$ cat src/rtl/lcd_panel_responder.sv
// Cycle-based responder for an HD44780-style 2x16 character LCD bus.
// Decodes transfers on the falling edge of E; keeps DDRAM, address counter, mode flags and busy timer.
module lcd_panel_responder #(
  parameter int EXEC_CYCLES  = 10,
  parameter int CLEAR_CYCLES = 30
) (
  input  logic       clk,
  input  logic       rst,
  input  logic       RS,
  input  logic       E,
  input  logic       RW,
  input  logic [7:0] DB,
  output logic [7:0] db_out,
  output logic       db_oe,
  output logic       busy,
  output logic [6:0] ac,
  output logic       disp_on,
  output logic       cursor_on,
  output logic       blink_on,
  output logic       entry_id,
  output logic       entry_sh,
  output logic       func_dl,
  output logic       func_n,
  output logic       func_f,
  input  logic [4:0] view_addr,
  output logic [7:0] view_char,
  output logic       xfer_strobe,
  output logic       protocol_err
);

  localparam int MAX_CYCLES = (EXEC_CYCLES > CLEAR_CYCLES) ? EXEC_CYCLES : CLEAR_CYCLES;
  localparam int CW         = $clog2(MAX_CYCLES + 1);

  logic          e_q, rs_q, rw_q;
  logic [7:0]    db_q;
  logic [CW-1:0] busy_cnt;
  logic [7:0]    cells [32];

  logic          fe, accept, is_bf_read, is_long_op;
  logic          ac_visible;
  logic [4:0]    ac_cell;
  logic [7:0]    rd_cell;

  // Line-aware AC stepping: lines occupy 0x00-0x27 and 0x40-0x67; wrap goes to the other line.
  function automatic logic [6:0] ac_step(input logic [6:0] a, input logic inc);
    logic [6:0] r;
    r = a - 7'd1;
    if (inc) begin
      r = (a[5:0] < 6'h27) ? a + 7'd1 : {~a[6], 6'h00};
    end else if (a[5:0] == 6'h00) begin
      r = {~a[6], 6'h27};
    end else if (a[5:0] > 6'h27) begin
      r = {a[6], 6'h27};
    end
    return r;
  endfunction

  assign fe         = e_q & ~E;
  assign busy       = (busy_cnt != '0);
  assign is_bf_read = ~rs_q & rw_q;
  assign accept     = fe & (~busy | is_bf_read);
  assign is_long_op = ~rs_q & ~rw_q & (db_q[7:2] == 6'd0) & (db_q[1:0] != 2'd0);

  assign ac_visible = (ac[5:4] == 2'b00);
  assign ac_cell    = {ac[6], ac[3:0]};
  assign rd_cell    = ac_visible ? cells[ac_cell] : 8'h20;
  assign view_char  = cells[view_addr];

  always_comb begin
    // NOTE: every output of this block gets a default first, so no path leaves a latch behind.
    db_oe  = E & RW;
    db_out = 8'h00;
    if (db_oe) begin
      db_out = RS ? rd_cell : {busy, ac};
    end
  end

  // NOTE: all state here uses non-blocking assignments so every register samples pre-edge values.
  always_ff @(posedge clk or posedge rst) begin
    if (rst) begin
      e_q          <= 1'b0;
      rs_q         <= 1'b0;
      rw_q         <= 1'b0;
      db_q         <= '0;
      busy_cnt     <= '0;
      ac           <= '0;
      disp_on      <= 1'b0;
      cursor_on    <= 1'b0;
      blink_on     <= 1'b0;
      entry_id     <= 1'b1;
      entry_sh     <= 1'b0;
      func_dl      <= 1'b0;
      func_n       <= 1'b0;
      func_f       <= 1'b0;
      xfer_strobe  <= 1'b0;
      protocol_err <= 1'b0;
      // NOTE: DDRAM is deliberately reset; the visible panel must read as blanks straight out of reset.
      for (int i = 0; i < 32; i++) cells[i] <= 8'h20;
    end else begin
      e_q  <= E;
      rs_q <= RS;
      rw_q <= RW;
      db_q <= DB;

      xfer_strobe <= accept;
      if (fe && !accept) protocol_err <= 1'b1;

      if (accept && !rw_q) begin
        busy_cnt <= is_long_op ? CW'(CLEAR_CYCLES) : CW'(EXEC_CYCLES);
      end else if (busy) begin
        busy_cnt <= busy_cnt - CW'(1);
      end

      if (accept) begin
        if (rs_q) begin
          // Data writes past column 15 are dropped, but AC still advances.
          if (!rw_q && ac_visible) cells[ac_cell] <= db_q;
          ac <= ac_step(ac, entry_id);
        end else if (!rw_q) begin
          casez (db_q)
            8'b1???????: ac <= db_q[6:0];
            8'b01??????: ;
            8'b001?????: {func_dl, func_n, func_f} <= db_q[4:2];
            8'b0001????: if (!db_q[3]) ac <= ac_step(ac, db_q[2]);
            8'b00001???: {disp_on, cursor_on, blink_on} <= db_q[2:0];
            8'b000001??: {entry_id, entry_sh} <= db_q[1:0];
            8'b0000001?: ac <= '0;
            8'b00000001: begin
              ac       <= '0;
              entry_id <= 1'b1;
              for (int i = 0; i < 32; i++) cells[i] <= 8'h20;
            end
            default: ;
          endcase
        end
      end
    end
  end

endmodule

$ cat config.mk
export PLATFORM = sky130hd
export DESIGN_NAME = lcd_panel_responder
export DESIGN_NICKNAME = d
export VERILOG_FILES = /design/src/rtl/lcd_panel_responder.sv
export SDC_FILE = /design/constraint.sdc
export NUM_CORES = 1
export LEC_CHECK = 0
export CORE_ASPECT_RATIO = 0.5
export CORE_UTILIZATION = 63
export CTS_CLUSTER_DIAMETER = 100
export CTS_CLUSTER_SIZE = 30
export DETAILED_ROUTE_END_ITERATION = 10
export PLACE_DENSITY = 0.84
export SLEW_MARGIN = 25
export SYNTH_ARGS = -nofsm -noshare
export SYNTH_HDL_FRONTEND = slang
export SYNTH_SLANG_ARGS = --single-unit
$ cat constraint.sdc
create_clock -name clk -period 11.1 [get_ports clk]
set_clock_uncertainty 0.05 [all_clocks]
set_input_delay 1.665 -clock clk [delete_from_list [all_inputs] [get_ports clk]]
set_output_delay 1.665 -clock clk [all_outputs]
set_load 0.01 [all_outputs]
# Word-level counts from Yosys, hierarchy flattened
# Cells that the tools add are included.
[word_totals] latch_bits=0 output_inout_bits=35 n_memories=0 romBits=0 word_cells=131 ff_bits=289 input_bits=18 ramBits=0
[classes] add_sub_neg=3 n_shift=0 div_mod_pow=0 n_mux=29 eq_ne=9 reduce_logical=22 magnitude_cmp=5 mul=0 bitwise=15
[op_table] operator="$mux 256" count=4
[op_table] operator="$bwmux 256" count=1
[op_table] operator="$bmux 8 s5" count=2
[op_table] operator="$mux 8" count=8
[op_table] operator="$mux 7" count=8
[op_table] operator="$demux 8 s5" count=1
[op_table] operator="$reduce_and 4->1" count=6
[op_table] operator="$pmux 7 s3" count=1
[op_table] operator="$mux 5" count=3
[op_table] operator="$ge 6x6->1 const B" count=2
[op_table] operator="$logic_not 6->1" count=2
[op_table] operator="$not 5->6" count=2
[op_table] operator="$eq 8x1->1 const B" count=1
[op_table] operator="$reduce_bool 2->1" count=4
[op_table] operator="$add 7x1->7 const B" count=1
[op_table] operator="$and 1x1->1" count=7
[op_table] operator="$eq 7x1->1 const B" count=1
[op_table] operator="$sub 7x1->7 const B" count=1
[op_table] operator="$eq 6x1->1 const B" count=1
[op_table] operator="$gt 6x6->1 const B" count=1
[op_table] operator="$lt 6x1->1 const B" count=1
[op_table] operator="$lt 6x6->1 const B" count=1
[op_table] operator="$eq 5x1->1 const B" count=1
[op_table] operator="$not 1->1" count=5
[op_table] operator="14 further kinds" count=18

# Longest topological paths before layout
# Gate-level depths: netlist (run 1).
[depth] depth_word=8 depth_mapped=12 depth_no_buf=9

# Least setup slack after synthesis (run 1)
# Ideal clock, no wire load.
[synth_path] path_kind="input -> output" start="input port view_addr[0]" end="output port view_char[0]" n_path_buf=2 required_time_ns=9.385 setup_slack_ns=5.665 path_stages=5 arrival_ns=3.720 path_cell_list="buf_2 buf_1 mux4_2 mux4_2 mux2_2"
[synth_between] elab_chain_len=4
[synth_lines] element="from (decl)" line_no="25" text="input logic [4:0] view_addr,"
[synth_lines] element="$not 5->6 (not written as such)" line_no="67" text="assign view_char = cells[view_addr];"
[synth_lines] element="$bmux 8 s5" line_no="67"
[synth_lines] element="$mux 8 (not written as such) (2 in a row)" line_no="67"
[synth_lines] element="to (decl)" line_no="26" text="output logic [7:0] view_char,"
# No other way between the ends. The select of a mux whose other input is x is not followed.

# Worst setup path in the final report (run 1)
[layout_path] start="input port view_addr[0]" end="output port view_char[3]"
# The elaborated chain is that of the path after synthesis.

==> impl_metrics.yaml, run 1 <==
clocking:
  cts.htree.levels: 1
  root_buffer: "clkbuf_16"
  cts.repair.resized: 0
  clk_latency_ns: 0.51
  postCtsHoldBufs: 0
  cts_inserted_buffers: 13
  clkTransAtPathRegs_ns: 0.12
  cts_setup_buffers: 0
  cts.path.max_buffers: 3
  cts_tree: "done"
  cts_sinks: 289
layout:
  syn_to_final_growth_pct: 5.63
  final_cells: 1810
  final_layout_size_suffix_gt1_frac: 0.181
  layout.nets: 1474
  postLayoutCellArea_mm2: 0.0180
grt:
  grt_overflow: 0
  antenna_found_initial: 2
  grt_pass1_vias: 13400
  grt_pass1_wl_um: 82400
  grt_usage: 0.393
  grt_max_degree: 187
setup_path:
  path_buf_inv: 3
  cp.required_ns: 9.39
  endpoint: "view_char[3]"
  cp.arrival_ns: 4.83
  cp-startpoint: "view_addr[0]"
  crit_path_end_kind: "primary output"
  crit_fanout: 47
  ff2ff_path_depth: 9
  worst-setup-path-type: "in2out"
  rrSetupSlack_ns: 6.74
  cp_slowest_cell: "buf_4"
  worstSetupPathDepth: 6
  crit_family: "buffers and inverters"
  cp-start-kind: "primary input"
  r2r-end: "cells[103]$_DFFE_PP0P_"
  slowest_delay_ns: 0.77
  r2r-start: "rs_q$_DFF_PP0_"
  crit_chain: "buf_4, buf_4, mux4_2, mux4_2, mux2_2, clkdlybuf4s50_1"
power:
  ir_drop_mv: 0.115
  power.density_mw_per_mm2: 146
  p_leak_uw: 0.00679
sta:
  timing.final.ws_setup_ns: 4.56
  grt_setup_unrepaired: "false"
  hold_violations: 0
  tightest_slew_ns: 1.10
  max_freq_mhz: 153
  period_needed_ns: 6.54
  slew_viol_final: 0
  min_period_over_period: 0.589
  setup_viol: 0
  holdWs_ns: 0.436
  relSlewSlack: 0.256
  setup_total_negative_slack_ns: 0
synthesis:
  yosysWarnings: 0
  avgSynthCellArea_um2: 11.4
  syn_nets: 1520
  async_flop_share: 1.00
  syn_area_mm2: 0.0170
  synth_edf_count: 0
  netlist-cell-type-count: 65
  syn_inst: 1496
  synthFlopType: "dfrtp_1"
  synth_seq_area_share: 0.428
  synth-seq-cells: 289
min_path:
  hold_path_class: "reg2reg"
  min_from: "cells[133]$_DFFE_PP1P_"
floorplan:
  die_w_um: 234
  num_rows: 42
  dieArea_mm2: 0.0277
  io_pins: 53
  start_util: 0.642
  die_h_um: 118
  core_mm2: 0.0265
placed_design:
  dpl.hpwl_um: 36300
  portBuffers: 52
  dp_cells: 1786
  dp_slack_ns: 4.57
  place_area_mm2: 0.0176
  gp_congestion: 1.03
drt:
  drt_iter0_drc: 2313
  wl_per_cell_um: 29.4
  viasPerCell: 7.76
  drt_first_pass_iters: 6
  wirelength_um: 53300
  ant_nets: 0
  drc: 0
  num_vias: 14000
run:
  maxCapViolCount: 0
outcome:
  outcome: "completed"
[metal layers]
metal  vias up  GRT usage  part of all wire
met3       143      0.139              0.15
met2      1112      0.558              0.44
met4         0     0.0923             0.027
li1       5703          -                 -
met5         -          0                 0
met1      7091      0.583              0.39
[stage by stage]
stage / power [uW] / util
after CTS: 2580 / 0.677
final: 2620 / 0.678
after floorplan: 1770 / -
after detailed placement: 2020 / 0.663
after global placement: 1990 / 0.663
after global routing: 2700 / 0.678
[flip-flops by register name (all words and copies together) (netlist names)]
signal / cells
db_q: 8
cursor_on: 1
ac: 7
entry_sh: 1
func_dl: 1
func_n: 1
cells: 256
xfer_strobe: 1
disp_on: 1
blink_on: 1
rs_q: 1
rw_q: 1
busy_cnt: 5
func_f: 1
entry_id: 1
protocol_err: 1
e_q: 1
[Yosys cell counts (7+ instances only)]
library cell | number | area share
dfstp_2 | 33 | 0.051
dfrtp_1 | 256 | 0.38
nor2_2 | 12 | 0.0044
nor3_1 | 24 | 0.0071
mux4_2 | 129 | 0.17
nand2b_1 | 9 | 0.0033
inv_1 | 35 | 0.0077
a22o_1 | 252 | 0.13
a22oi_1 | 24 | 0.011
mux2i_1 | 40 | 0.024
buf_2 | 20 | 0.0059
nand3_1 | 35 | 0.010
buf_6 | 9 | 0.0060
nand2_1 | 140 | 0.031
o22ai_1 | 38 | 0.014
nor2_1 | 66 | 0.015
and2_1 | 7 | 0.0026
mux2_2 | 16 | 0.011
buf_1 | 23 | 0.0051
clkbuf_1 | 82 | 0.018
o21ai_0 | 62 | 0.018
nor2_4 | 20 | 0.013
a21oi_1 | 65 | 0.019
nor2b_1 | 11 | 0.0040
[cell families (layout without fill, tap and decap cells)]
group                      count (synthesis)  after routing  share of synthesized area
buffers and inverters                    173            133                     0.0441
xor gates and xnor gates                   5              5                    0.00258
muxes                                    185            185                      0.205
AOI/OAI and AO/OA                        492            492                      0.216
other                                      0              2                          0
and+or+nand+nor                          346            346                      0.100
DFF                                      289            289                      0.428
adders and majority gates                  6              6                    0.00442
[tightest hold or removal path, stage by stage, from the launching register on]
cell and delay [ns]:
dfstp_2 0.40, inv_1 0.05, a21oi_1 0.05
[where the power goes]
group          internal (uW)  total, uW  leakage (uW)  switching (uW)
combinational            335        848       0.00332             513
sequential              1100       1190       0.00330            92.6
clock                    227        581      0.000175             353
total                   1660       2620       0.00679             959
[cell usage in the layout (no fill, tap or decap), drive strengths merged, types with 5 or more instances in the layout]
| master | synthesis | routed |
|---|---|---|
| a21o | 6 | 6 |
| and2 | 8 | 8 |
| inv | 36 | 36 |
| a31oi | 6 | 6 |
| clkbuf | 82 | 20 |
| mux4 | 129 | 129 |
| nor2 | 98 | 98 |
| o22ai | 38 | 38 |
| nand2 | 140 | 140 |
| o21a | 5 | 5 |
| nor3 | 24 | 24 |
| nand3 | 35 | 35 |
| nand2b | 9 | 9 |
| clkdlybuf4s50 | 0 | 49 |
| nor2b | 11 | 11 |
| a22oi | 24 | 24 |
| o21ai | 64 | 64 |
| mux2i | 40 | 40 |
| dfrtp | 256 | 256 |
| mux2 | 16 | 16 |
| a21oi | 65 | 65 |
| dfstp | 33 | 33 |
| buf | 54 | 26 |
| a22o | 252 | 252 |
| ha | 6 | 6 |
[cell type report]
type / instances / area (um^2)
flip-flops and latches: 289 / 7290
clock buffers: 20 / 352
clock inverters: 1 / 16.3
inverters: 37 / 146
multi-input cells: 1034 / 9000
repair buffers: 75 / 713
diodes: 2 / 5.00
fillers: 1924 / 8530
well taps: 352 / 440
[worst min path at each step]
stage,end,slack (ns),depth (start not counted)
global route,cells[13]$_DFFE_PP1P_,0.45,2
detailed placement,cells[133]$_DFFE_PP1P_,0.41,2
finish,cells[133]$_DFFE_PP1P_,0.44,2
CTS,cells[133]$_DFFE_PP1P_,0.43,2
floorplan,cells[13]$_DFFE_PP1P_,0.40,2
global placement,protocol_err$_DFFE_PP0P_,0.40,1
No activity file was read; power rests on OpenSTA's default activity.
==> run 2: changes to the inputs <==
clock period = 6.67 ns   (was 11.1 ns; I/O delays follow)
==> run 2 against run 1 <==
Sequential cell count unchanged. Sequential power rose by 72%. Combinational power grew 53%. Die area unchanged. Hold slack lost 0.0092 ns. Clock-buffer cell count unchanged. Highest routed layer unchanged. Register-to-register slack lost 4.1 ns. Global-route usage fell by 0.10 points. Sequential share of layout area is essentially flat. Total power rose by 65%. Non-clock buffer count rose by 1. Largest cell class unchanged. Final cell count is the same.
==> impl_metrics.yaml, run 2 (synthesis gave the netlist of run 1 again) <==
grt:
  grt_pass1_vias: 13200
  antenna_found_initial: 1
  grt_max_degree: 160
  grt_usage: 0.392
  grt_pass1_wl_um: 81700
  grt_overflow: 0
min_path:
  min_from: "protocol_err$_DFFE_PP0P_"
  hold_path_class: "reg2reg"
outcome:
  outcome: "completed"
layout:
  fill_cells: 1939
  regArea_mm2: 0.00729
  final_layout_size_suffix_gt1_frac: 0.182
  final_cell_mix: "a22o_1, dfrtp_1, nand2_1"
  reg.largest.list: "cells (256), db_q (8), ac (7)"
  regMostFlops: "cells"
  multiInputGateArea_mm2: 0.00901
  syn_to_final_growth_pct: 5.60
  layout.nets: 1475
  largest_register_ffs: 256
drt:
  m1WireLength_um: 20400
  drc: 0
  drt_iter0_drc: 2338
  wl_met2_um: 22300
  top_layer: "met4"
  wl_per_cell_um: 29.0
  drt_first_pass_iters: 6
  wirelength_um: 52400
  dr_wl_met3_um: 8480
  viasPerCell: 7.66
  num_vias: 13900
  ant_nets: 0
sta:
  holdWs_ns: 0.427
  hold_violations: 0
  slew_viol_final: 0
  relSlewSlack: 0.280
  min_period_over_period: 0.755
  grt_setup_unrepaired: "false"
  period_needed_ns: 5.04
  tightest_slew_ns: 1.08
  setup_total_negative_slack_ns: 0
  setup_viol: 0
  max_freq_mhz: 199
setup_path:
  cp-start-kind: "register"
  rrSetupSlack_ns: 2.68
  cp.arrival_ns: 3.99
  worst-setup-path-type: "reg2out"
  crit_fanout: 64
  path_buf_inv: 2
  r2r-start: "ac[1]$_DFFE_PP0P_"
  slowest_delay_ns: 1.16
  cp-startpoint: "ac[1]$_DFFE_PP0P_"
  cp.required_ns: 5.62
  crit_chain: "buf_4, mux4_2, o2111ai_1, nand2_1, a221oi_1, o22ai_1, clkdlybuf4s50_1"
  crit_path_end_kind: "primary output"
  crit_family: "flip-flops"
  cp_slowest_cell: "dfrtp_4"
placed_design:
  gp_congestion: 1.02
  dpl.hpwl_um: 35900
  portBuffers: 52
power:
  power.density_mw_per_mm2: 240
  p_leak_uw: 0.00679
  p_sw_frac: 0.360
  ir_drop_mv: 0.166
  seq_power_share: 0.477
  clockPowerShare: 0.222
  pwr-share-comb: 0.302
  power.switching_uw: 1550
  intPower_uw: 2760
floorplan:
  die_h_um: 118
  num_rows: 42
  start_util: 0.642
  dieArea_mm2: 0.0277
  io_pins: 53
  core_mm2: 0.0265
  die_w_um: 234
clocking:
  cts_setup_buffers: 0
  cts.path.max_buffers: 3
  clk_latency_ns: 0.51
  cts_sinks: 289
  cts_inserted_buffers: 13
  cts.repair.resized: 0
  cts_tree: "done"
  clkTransAtPathRegs_ns: 0.12
  cts.htree.levels: 1
  root_buffer: "clkbuf_16"
  postCtsHoldBufs: 0
run:
  maxCapViolCount: 0
run 2: per-stage QoR:
step / total power, uW / instance area, um^2 / utilization / worst slack, ns / std cells
after CTS: 4260 / 17900 / 0.677 / 1.64 / 1809
after detailed placement: 3330 / 17600 / 0.663 / 1.63 / 1788
final: 4310 / 18000 / 0.678 / 1.63 / 1810
after global placement: 3290 / 17600 / 0.663 / 1.72 / 1788
after floorplan: 2950 / 17000 / - / 1.81 / 1496
after global routing: 4450 / 18000 / 0.678 / 1.54 / 1809
run 2: worst paths after layout:
kind,endpoint,cells after the start
worst min-delay path,protocol_err$_DFFE_PP0P_,1
worst max register to register,cells[171]$_DFFE_PP0P_,7
min in group asynchronous,cells[219]$_DFFE_PP0P_,2
worst max-delay path,db_out[1],7
worst min register to register,protocol_err$_DFFE_PP0P_,1
max in group asynchronous,cells[97]$_DFFE_PP0P_,3
run 2: layout make-up:
class,count,share of cell area
tap,352,0.0245
inverter,37,0.00794
timing repair buffer,76,0.0394
multi-input combinational,1034,0.502
clock inverter,1,0.000906
antenna,1,0.000139
clock buffer,20,0.0196
sequential,289,0.406
run 2: layer usage:
layer | global-route usage | up-vias
met5 | 0 | -
met4 | 0.0956 | 0
met3 | 0.170 | 125
met2 | 0.536 | 1080
met1 | 0.577 | 6971
li1 | - | 5689
run 2: power by group through the flow:
stage	Combinational, uW	Clock (uW)	Sequential (uW)
after floorplan	1040	0	1910
after global placement	1220	0	2070
after detailed placement	1260	0	2070
after CTS	1260	950	2040
after global routing	1390	1000	2060
final	1300	954	2050
